--- config.mk ---
export PLATFORM = sky130hd
export DESIGN_NAME = brick_field_renderer_flat
export DESIGN_NICKNAME = d
export VERILOG_FILES = /design/src/rtl/breakout_pkg.sv /design/src/rtl/brick_field_renderer_if.sv /design/src/rtl/brick_locator.sv /design/src/rtl/brick_field_renderer.sv /design/src/flat_wrapper.sv
export SDC_FILE = /design/constraint.sdc
export NUM_CORES = 1
export LEC_CHECK = 0
export ABC_AREA = 1
export CORE_MARGIN = 4
export CORE_UTILIZATION = 47
export CTS_CLUSTER_DIAMETER = 120
export DETAILED_ROUTE_END_ITERATION = 10
export PLACE_DENSITY_LB_ADDON = 0.15
export SLEW_MARGIN = 0
export SYNTH_ARGS = -nofsm -noshare
export SYNTH_HDL_FRONTEND = slang
export SYNTH_SLANG_ARGS = --single-unit
export TNS_END_PERCENT = 5
--- constraint.sdc ---
create_clock -name Clk -period 7.2 [get_ports Clk]
set_clock_uncertainty 0.1 [all_clocks]
set_input_delay 0.72 -clock Clk [delete_from_list [all_inputs] [get_ports Clk]]
set_output_delay 0.72 -clock Clk [all_outputs]
set_load 0.005 [all_outputs]
--- src/rtl/breakout_pkg.sv ---
// Shared types and constants for the Breakout brick layer.
package breakout_pkg;

    typedef struct packed {
        logic [7:0] r;
        logic [7:0] g;
        logic [7:0] b;
    } rgb_t;

    typedef logic [1:0] hp_t;

    localparam rgb_t COL_HP3 = '{r: 8'h80, g: 8'h1F, b: 8'h80};
    localparam rgb_t COL_HP2 = '{r: 8'h80, g: 8'hFF, b: 8'h55};
    localparam rgb_t COL_HP1 = '{r: 8'h10, g: 8'hA2, b: 8'h01};

    // Starting hit points of a brick in the given row: HP_MAX - row, floored at 1.
    function automatic int unsigned load_hp(input int unsigned hp_max, input int unsigned row);
        return (hp_max > row + 32'd1) ? hp_max - row : 32'd1;
    endfunction

endpackage

--- src/rtl/brick_field_renderer_if.sv ---
// Hit request/acknowledge channel between collision logic and the brick field.
interface brick_field_renderer_if #(
    parameter int unsigned COL_W = 3,
    parameter int unsigned ROW_W = 2
) ();
    logic             hit_req;
    logic [COL_W-1:0] hit_col;
    logic [ROW_W-1:0] hit_row;
    logic             hit_ack;
    logic             hit_destroyed;
    logic             hit_miss;

    modport master (
        output hit_req, hit_col, hit_row,
        input  hit_ack, hit_destroyed, hit_miss
    );

    modport slave (
        input  hit_req, hit_col, hit_row,
        output hit_ack, hit_destroyed, hit_miss
    );
endinterface

--- src/rtl/brick_locator.sv ---
// Render stage 1: maps (DrawX, DrawY) to a brick cell and registers {in_brick, col, row}.
module brick_locator
    import breakout_pkg::*;
#(
    parameter int unsigned COLS    = 8,
    parameter int unsigned ROWS    = 4,
    parameter int unsigned BLOCK_W = 80,
    parameter int unsigned BLOCK_H = 20,
    parameter int unsigned LEFT_X  = 0,
    parameter int unsigned TOP_Y   = 0,
    parameter int unsigned GAP     = 2,
    parameter int unsigned COL_W   = 3,
    parameter int unsigned ROW_W   = 2
) (
    input  logic             clk,
    input  logic             rst,
    input  logic [9:0]       draw_x_i,
    input  logic [9:0]       draw_y_i,
    output logic             in_brick_o,
    output logic [COL_W-1:0] col_o,
    output logic [ROW_W-1:0] row_o
);

    localparam logic [9:0] LX = 10'(LEFT_X);
    localparam logic [9:0] TY = 10'(TOP_Y);
    localparam logic [9:0] BW = 10'(BLOCK_W);
    localparam logic [9:0] BH = 10'(BLOCK_H);

    logic [9:0]       dx, dy, qx, qy, rx, ry;
    logic             in_x, in_y;
    logic             in_brick_d, in_brick_q;
    logic [COL_W-1:0] col_d, col_q;
    logic [ROW_W-1:0] row_d, row_q;

    // Constant divide; the full quotient is range-checked before truncation.
    always_comb begin
        dx         = draw_x_i - LX;
        dy         = draw_y_i - TY;
        qx         = dx / BW;
        rx         = dx % BW;
        qy         = dy / BH;
        ry         = dy % BH;
        in_x       = (draw_x_i >= LX) && (qx < 10'(COLS)) && (rx < 10'(BLOCK_W - GAP));
        in_y       = (draw_y_i >= TY) && (qy < 10'(ROWS)) && (ry < 10'(BLOCK_H - GAP));
        in_brick_d = in_x && in_y;
        col_d      = in_brick_d ? COL_W'(qx) : '0;
        row_d      = in_brick_d ? ROW_W'(qy) : '0;
    end

    always_ff @(posedge clk) begin
        if (rst) begin
            in_brick_q <= 1'b0;
            col_q      <= '0;
            row_q      <= '0;
        end else begin
            in_brick_q <= in_brick_d;
            col_q      <= col_d;
            row_q      <= row_d;
        end
    end

    assign in_brick_o = in_brick_q;
    assign col_o      = col_q;
    assign row_o      = row_q;

endmodule

--- src/rtl/brick_field_renderer.sv ---
// Brick field: per-brick hit points, hit req/ack servicing and the 2-stage brick render pipeline.
module brick_field_renderer
    import breakout_pkg::*;
#(
    parameter int unsigned COLS    = 8,
    parameter int unsigned ROWS    = 4,
    parameter int unsigned BLOCK_W = 80,
    parameter int unsigned BLOCK_H = 20,
    parameter int unsigned LEFT_X  = 0,
    parameter int unsigned TOP_Y   = 0,
    parameter int unsigned GAP     = 2,
    parameter int unsigned HP_MAX  = 3
) (
    input  logic                             Clk,
    input  logic                             Reset,
    input  logic [9:0]                       DrawX,
    input  logic [9:0]                       DrawY,
    input  logic                             load,
    brick_field_renderer_if.slave            hit,
    output logic                             brick_on,
    output logic [7:0]                       Red,
    output logic [7:0]                       Green,
    output logic [7:0]                       Blue,
    output logic [$clog2(COLS*ROWS+1)-1:0]   bricks_left,
    output logic                             field_clear
);

    localparam int unsigned NB     = COLS * ROWS;
    localparam int unsigned IDX_W  = (NB > 1) ? $clog2(NB) : 1;
    localparam int unsigned HP_W   = $clog2(HP_MAX + 1);
    localparam int unsigned COL_W  = (COLS > 1) ? $clog2(COLS) : 1;
    localparam int unsigned ROW_W  = (ROWS > 1) ? $clog2(ROWS) : 1;
    localparam int unsigned LEFT_W = $clog2(NB + 1);

    localparam logic [0:0] IDLE = 1'b0;
    localparam logic [0:0] ACK  = 1'b1;

    logic [0:0]        state_q, state_d;
    logic              ack_q, ack_d, dest_q, dest_d, miss_q, miss_d, clear_q, clear_d;
    logic [LEFT_W-1:0] left_q, left_d;
    logic [HP_W-1:0]   hp_q [NB];
    logic [HP_W-1:0]   hp_d [NB];

    logic              hit_in_range;
    logic [IDX_W-1:0]  hit_idx;
    logic [HP_W-1:0]   hit_hp;

    logic              loc_in;
    logic [COL_W-1:0]  loc_col;
    logic [ROW_W-1:0]  loc_row;
    logic [IDX_W-1:0]  pix_idx;
    logic [HP_W-1:0]   pix_hp;
    logic              on_q, on_d;
    rgb_t              rgb_q, rgb_d;

    brick_locator #(
        .COLS(COLS), .ROWS(ROWS), .BLOCK_W(BLOCK_W), .BLOCK_H(BLOCK_H),
        .LEFT_X(LEFT_X), .TOP_Y(TOP_Y), .GAP(GAP), .COL_W(COL_W), .ROW_W(ROW_W)
    ) u_locator (
        .clk       (Clk),
        .rst       (Reset),
        .draw_x_i  (DrawX),
        .draw_y_i  (DrawY),
        .in_brick_o(loc_in),
        .col_o     (loc_col),
        .row_o     (loc_row)
    );

    // Hit FSM and level state; load has priority and drops any pending request.
    always_comb begin
        state_d      = IDLE;
        ack_d        = 1'b0;
        dest_d       = 1'b0;
        miss_d       = 1'b0;
        clear_d      = 1'b0;
        hp_d         = hp_q;
        left_d       = left_q;
        hit_in_range = (32'(hit.hit_col) < COLS) && (32'(hit.hit_row) < ROWS);
        hit_idx      = IDX_W'(32'(hit.hit_row) * COLS + 32'(hit.hit_col));
        hit_hp       = hit_in_range ? hp_q[hit_idx] : '0;

        if (load) begin
            for (int unsigned i = 0; i < NB; i++) begin
                hp_d[i] = HP_W'(load_hp(HP_MAX, i / COLS));
            end
            left_d = LEFT_W'(NB);
        end else if (state_q == IDLE && hit.hit_req) begin
            state_d = ACK;
            ack_d   = 1'b1;
            if (hit_hp != '0) begin
                hp_d[hit_idx] = hit_hp - HP_W'(1);
                if (hit_hp == HP_W'(1)) begin
                    dest_d  = 1'b1;
                    left_d  = left_q - LEFT_W'(1);
                    clear_d = (left_q == LEFT_W'(1));
                end
            end else begin
                miss_d = 1'b1;
            end
        end
    end

    // Render stage 2: live HP lookup and colour selection.
    always_comb begin
        pix_idx = IDX_W'(32'(loc_row) * COLS + 32'(loc_col));
        pix_hp  = hp_q[pix_idx];
        on_d    = loc_in && (pix_hp != '0);
        rgb_d   = '0;
        if (on_d) begin
            if (32'(pix_hp) >= 32'd3)      rgb_d = COL_HP3;
            else if (32'(pix_hp) == 32'd2) rgb_d = COL_HP2;
            else                           rgb_d = COL_HP1;
        end
    end

    always_ff @(posedge Clk) begin
        if (Reset) begin
            state_q <= IDLE;
            ack_q   <= 1'b0;
            dest_q  <= 1'b0;
            miss_q  <= 1'b0;
            clear_q <= 1'b0;
            left_q  <= '0;
            hp_q    <= '{default: '0};
            on_q    <= 1'b0;
            rgb_q   <= '0;
        end else begin
            state_q <= state_d;
            ack_q   <= ack_d;
            dest_q  <= dest_d;
            miss_q  <= miss_d;
            clear_q <= clear_d;
            left_q  <= left_d;
            hp_q    <= hp_d;
            on_q    <= on_d;
            rgb_q   <= rgb_d;
        end
    end

    assign hit.hit_ack       = ack_q;
    assign hit.hit_destroyed = dest_q;
    assign hit.hit_miss      = miss_q;
    assign brick_on          = on_q;
    assign Red               = rgb_q.r;
    assign Green             = rgb_q.g;
    assign Blue              = rgb_q.b;
    assign bricks_left       = left_q;
    assign field_clear       = clear_q;

endmodule

--- src/flat_wrapper.sv ---
// flat-port wrapper written by rule: the top's interface ports become plain ports
module brick_field_renderer_flat import breakout_pkg::*;
#(
    parameter int unsigned COLS    = 8,
    parameter int unsigned ROWS    = 4,
    parameter int unsigned BLOCK_W = 80,
    parameter int unsigned BLOCK_H = 20,
    parameter int unsigned LEFT_X  = 0,
    parameter int unsigned TOP_Y   = 0,
    parameter int unsigned GAP     = 2,
    parameter int unsigned HP_MAX  = 3
)
  (Clk, Reset, DrawX, DrawY, load, brick_on, Red, Green, Blue, bricks_left, field_clear, hit_hit_req, hit_hit_col, hit_hit_row, hit_hit_ack, hit_hit_destroyed, hit_hit_miss);
  brick_field_renderer_if #(.COL_W(3), .ROW_W(2)) hit_i ();
  input  logic Clk;
  input  logic Reset;
  input  logic [9:0] DrawX;
  input  logic [9:0] DrawY;
  input  logic load;
  output logic brick_on;
  output logic [7:0] Red;
  output logic [7:0] Green;
  output logic [7:0] Blue;
  output logic [$clog2(COLS*ROWS+1)-1:0] bricks_left;
  output logic field_clear;
  input wire logic [$bits(hit_i.hit_req)-1:0] hit_hit_req;
  input wire logic [$bits(hit_i.hit_col)-1:0] hit_hit_col;
  input wire logic [$bits(hit_i.hit_row)-1:0] hit_hit_row;
  output wire logic [$bits(hit_i.hit_ack)-1:0] hit_hit_ack;
  output wire logic [$bits(hit_i.hit_destroyed)-1:0] hit_hit_destroyed;
  output wire logic [$bits(hit_i.hit_miss)-1:0] hit_hit_miss;
  assign hit_i.hit_req = hit_hit_req;
  assign hit_i.hit_col = hit_hit_col;
  assign hit_i.hit_row = hit_hit_row;
  assign hit_hit_ack = hit_i.hit_ack;
  assign hit_hit_destroyed = hit_i.hit_destroyed;
  assign hit_hit_miss = hit_i.hit_miss;
  brick_field_renderer #(.COLS(COLS), .ROWS(ROWS), .BLOCK_W(BLOCK_W), .BLOCK_H(BLOCK_H), .LEFT_X(LEFT_X), .TOP_Y(TOP_Y), .GAP(GAP), .HP_MAX(HP_MAX)) u_core (.Clk(Clk), .Reset(Reset), .DrawX(DrawX), .DrawY(DrawY), .load(load), .hit(hit_i), .brick_on(brick_on), .Red(Red), .Green(Green), .Blue(Blue), .bricks_left(bricks_left), .field_clear(field_clear));
endmodule
==> metrics <==
clock sinks 87; Worst R2R Path Depth 16; Slew HR 18.1%; nets roughly 840; setup_tns 0 ns; crit-path max FO 14; GP Congestion ~0.92; Sw Share 31.7%; insertion delay to the later sink of the worst-skew pair about 0.38 ns; Routed Antenna Nets 0; buffer count from post-CTS setup fixing 0; combinational fraction of design power 20.6%; Power Density 185 nW/um2; fin util approximately 56%; Hold Path Origin u_core.hp_q[15]; hold_buf cts 0; I/O pin cnt 64; Final HPWL DP ~10000 um; setup violators final 0; period utilisation layout between 60% and 70%; startpoint types primary input; DR iter-0 viols about 560; Die W roughly 110 um; core box area approximately 10000 um2; slowest stage delay, CP just over 0.9 ns; TritonCTS Buffers 9; Port Buf Inserts between 50 and 60; area of the die between 10000 and 15000 um2; fin area approximately 5800 um2; initial core utilization 48.7%; worst hold endpoint u_core.hp_q[15]; Max Slew Vio Count 0; clock-pin slew on the worst setup and hold paths approximately 0.090 ns; r2r setup slk around 4 ns; status finished clean; CP endpoint kind flop; Most used DFF post-synth dfxtp_1; initial antenna violation count 0; Crit Path Category in2reg; CTS tree built; reg2reg end u_core.hp_q[6]; Mapped Area around 5100 um2; Post-synth EDFFs 0; Hold Vio Cnt, Final 0; Clk pwr share a little under a third; synthesized flop and latch total just under 90; NetSw 341 uW; final WL between 10000 and 15000 um; ranking of synthesized cells by area dfxtp_1 34%, o21ai_0 9.7%, a21oi_1 8.8%; Resized Gates After CTS 0; drt pass-1 iters 6; Max-Cap Viols 0; Leak Pwr ~0.0024 uW; post-synthesis sequential area ratio about a third; Worst Hold Class reg2reg; GRT overflow 0; Pwr Total about 1100 uW; first-pass GRT wire length between 20000 and 25000 um; area grow syn2layout 14.3%; Via Count 5294; Vias per Instance around 5.6; GRT Overall Usage a little under a quarter; CP max stage cell nor2_1; Top delay family on crit path simple AND/OR/NAND/NOR gates; CP required roughly 7.3 ns; CTS Buffer Depth 2; fin crit period about 4.8 ns; vias in the first global route 5051; VDD IR max 0.0968 mV; Netlist cell types 38; Seq pwr share between 40% and 50%; leading area contributor after synthesis dfxtp_1; placed standard-cell area 5640 um2; worst reg2reg path startpoint u_core.hp_q[50]; clk root buf clkbuf_8; maximum number of pins on one net before global-route repair 34; Routed WL per cell ~16 um; post-synth top area share roughly 34%; Mean Syn Cell Area between 6 and 7 um2; buffer and inverter count on the worst path 7; WHS Path Cells 2; ys async rst share 0%; critical path, cell by cell clkdlybuf4s50_1 -> inv_1 -> nor2_1 -> inv_1 -> o22ai_1 -> o21ai_0 -> nand4_1 -> a2111oi_0 -> buf_4 -> ha_1 -> nor2_1 -> inv_1 -> nor2_1 -> clkinv_1 -> nor2_1 -> inv_1 -> a21oi_1 -> a21oi_1; height of the die about 110 um; layout cells sized above 1 under 10%; Cells after Synth 770; unrepaired setup endpoints after global routing no; drt drc 0; # rows 37; Warnings, synthesis 0; Critical Path AT around 4.9 ns; internal power about 740 uW; worst slew pin tran about 1.2 ns; antenna cells 0; fmax between 200 and 250 MHz; htree depth 3
sequential cells by signal, indices dropped and copies added (netlist names):
register / count
u_core.hit.hit_miss: 1
u_core.state_q: 1
u_core.u_locator.in_brick_o: 1
u_core.hp_q: 64
u_core.brick_on: 1
u_core.hit.hit_destroyed: 1
u_core.field_clear: 1
u_core.bricks_left: 6
u_core.Green: 4
u_core.Blue: 1
u_core.Red: 1
u_core.u_locator.row_o: 2
u_core.u_locator.col_o: 3
power by group through the flow:
stage / logic, uW / registers, uW / clock network, uW
6_report: 222 / 514 / 341
3_3_place_gp: 213 / 524 / 0
3_5_place_dp: 219 / 525 / 0
2_1_floorplan: 159 / 521 / 0
5_1_grt: 248 / 517 / 368
4_1_cts: 220 / 514 / 348
cell usage after synthesis, drive strengths merged (6+ instances only):
master and n:
nand2 116, inv 104, o21ai 103, nor2 98, a21oi 91, dfxtp 87
clkbuf 27, nand3 26, a22oi 23, buf 19, nor3 18, o221ai 9
o22ai 9, nand4 6
final cells by class:
cell class                      count  area (um2)
Clock inverter                      5        60.1
Fill cell                        1037        4640
Sequential cell                    87        1740
Inverter                          109         409
Timing Repair Buffer               60         581
Tap cell                          136         170
Multi-Input combinational cell    536        2740
Clock buffer                       10         128
per-layer routing:
| metal | part of all wire (%) | vias to the layer above | track usage [%] |
|---|---|---|---|
| met5 | 0 | - | 0 |
| met4 | 2.4 | 0 | 9.62 |
| met3 | 8.5 | 36 | 4.58 |
| met2 | 47 | 234 | 38.8 |
| met1 | 42 | 2407 | 31.2 |
| li1 | - | 2617 | - |
worst register-to-register path, stage by stage (launching register included):
cell and delay, ns:
dfxtp_1 0.34, inv_1 0.07, o21ai_0 0.17, o21ai_0 0.17
nor4b_1 0.22, nand2_1 0.09, clkinv_1 0.06, buf_4 0.20
ha_1 0.23, nor2_1 0.18, inv_1 0.13, nor2_1 0.21
clkinv_1 0.38, nor2_1 0.34, inv_1 0.07, a21oi_1 0.12
a21oi_1 0.08
layout by cell type (no fill, tap or decap), drive strengths merged, types with 10 or more instances in the layout:
master,n
nand2,116
clkbuf,10
dfxtp,87
nor2,98
a21oi,91
nand3,26
a22oi,23
o21ai,103
nor3,18
inv,104
clkdlybuf4s50,52
worst max path at each step:
stage	from	endpoint	slack (ns)	depth (start not counted)
floorplan	hit_hit_col[0]	u_core.hp_q[6]	3.65	18
global placement	hit_hit_col[0]	u_core.hp_q[22]	2.31	18
detailed placement	hit_hit_col[0]	u_core.hp_q[6]	2.27	18
CTS	hit_hit_col[0]	u_core.hp_q[6]	2.65	18
global route	hit_hit_col[0]	u_core.hp_q[22]	2.08	18
finish	hit_hit_col[0]	u_core.hp_q[6]	2.43	18
cell families after synthesis:
logic type               synth area share, %
buffers and inverters                   12.8
AND/OR/NAND/NOR                         24.1
adder cells (fa/ha/maj)                 1.23
AO/OA/AOI/OAI                           27.6
other                                 0.0735
flip-flops                              34.2
through the flow:
stage	hold WS, ns	std cells	worst slack (ns)
finish	0.395	943	2.43
detailed placement	0.375	928	2.27
global placement	0.367	928	2.31
floorplan	0.341	778	3.65
CTS	0.389	943	2.65
global route	0.415	943	2.08
Power figures use the tool's default switching activity.
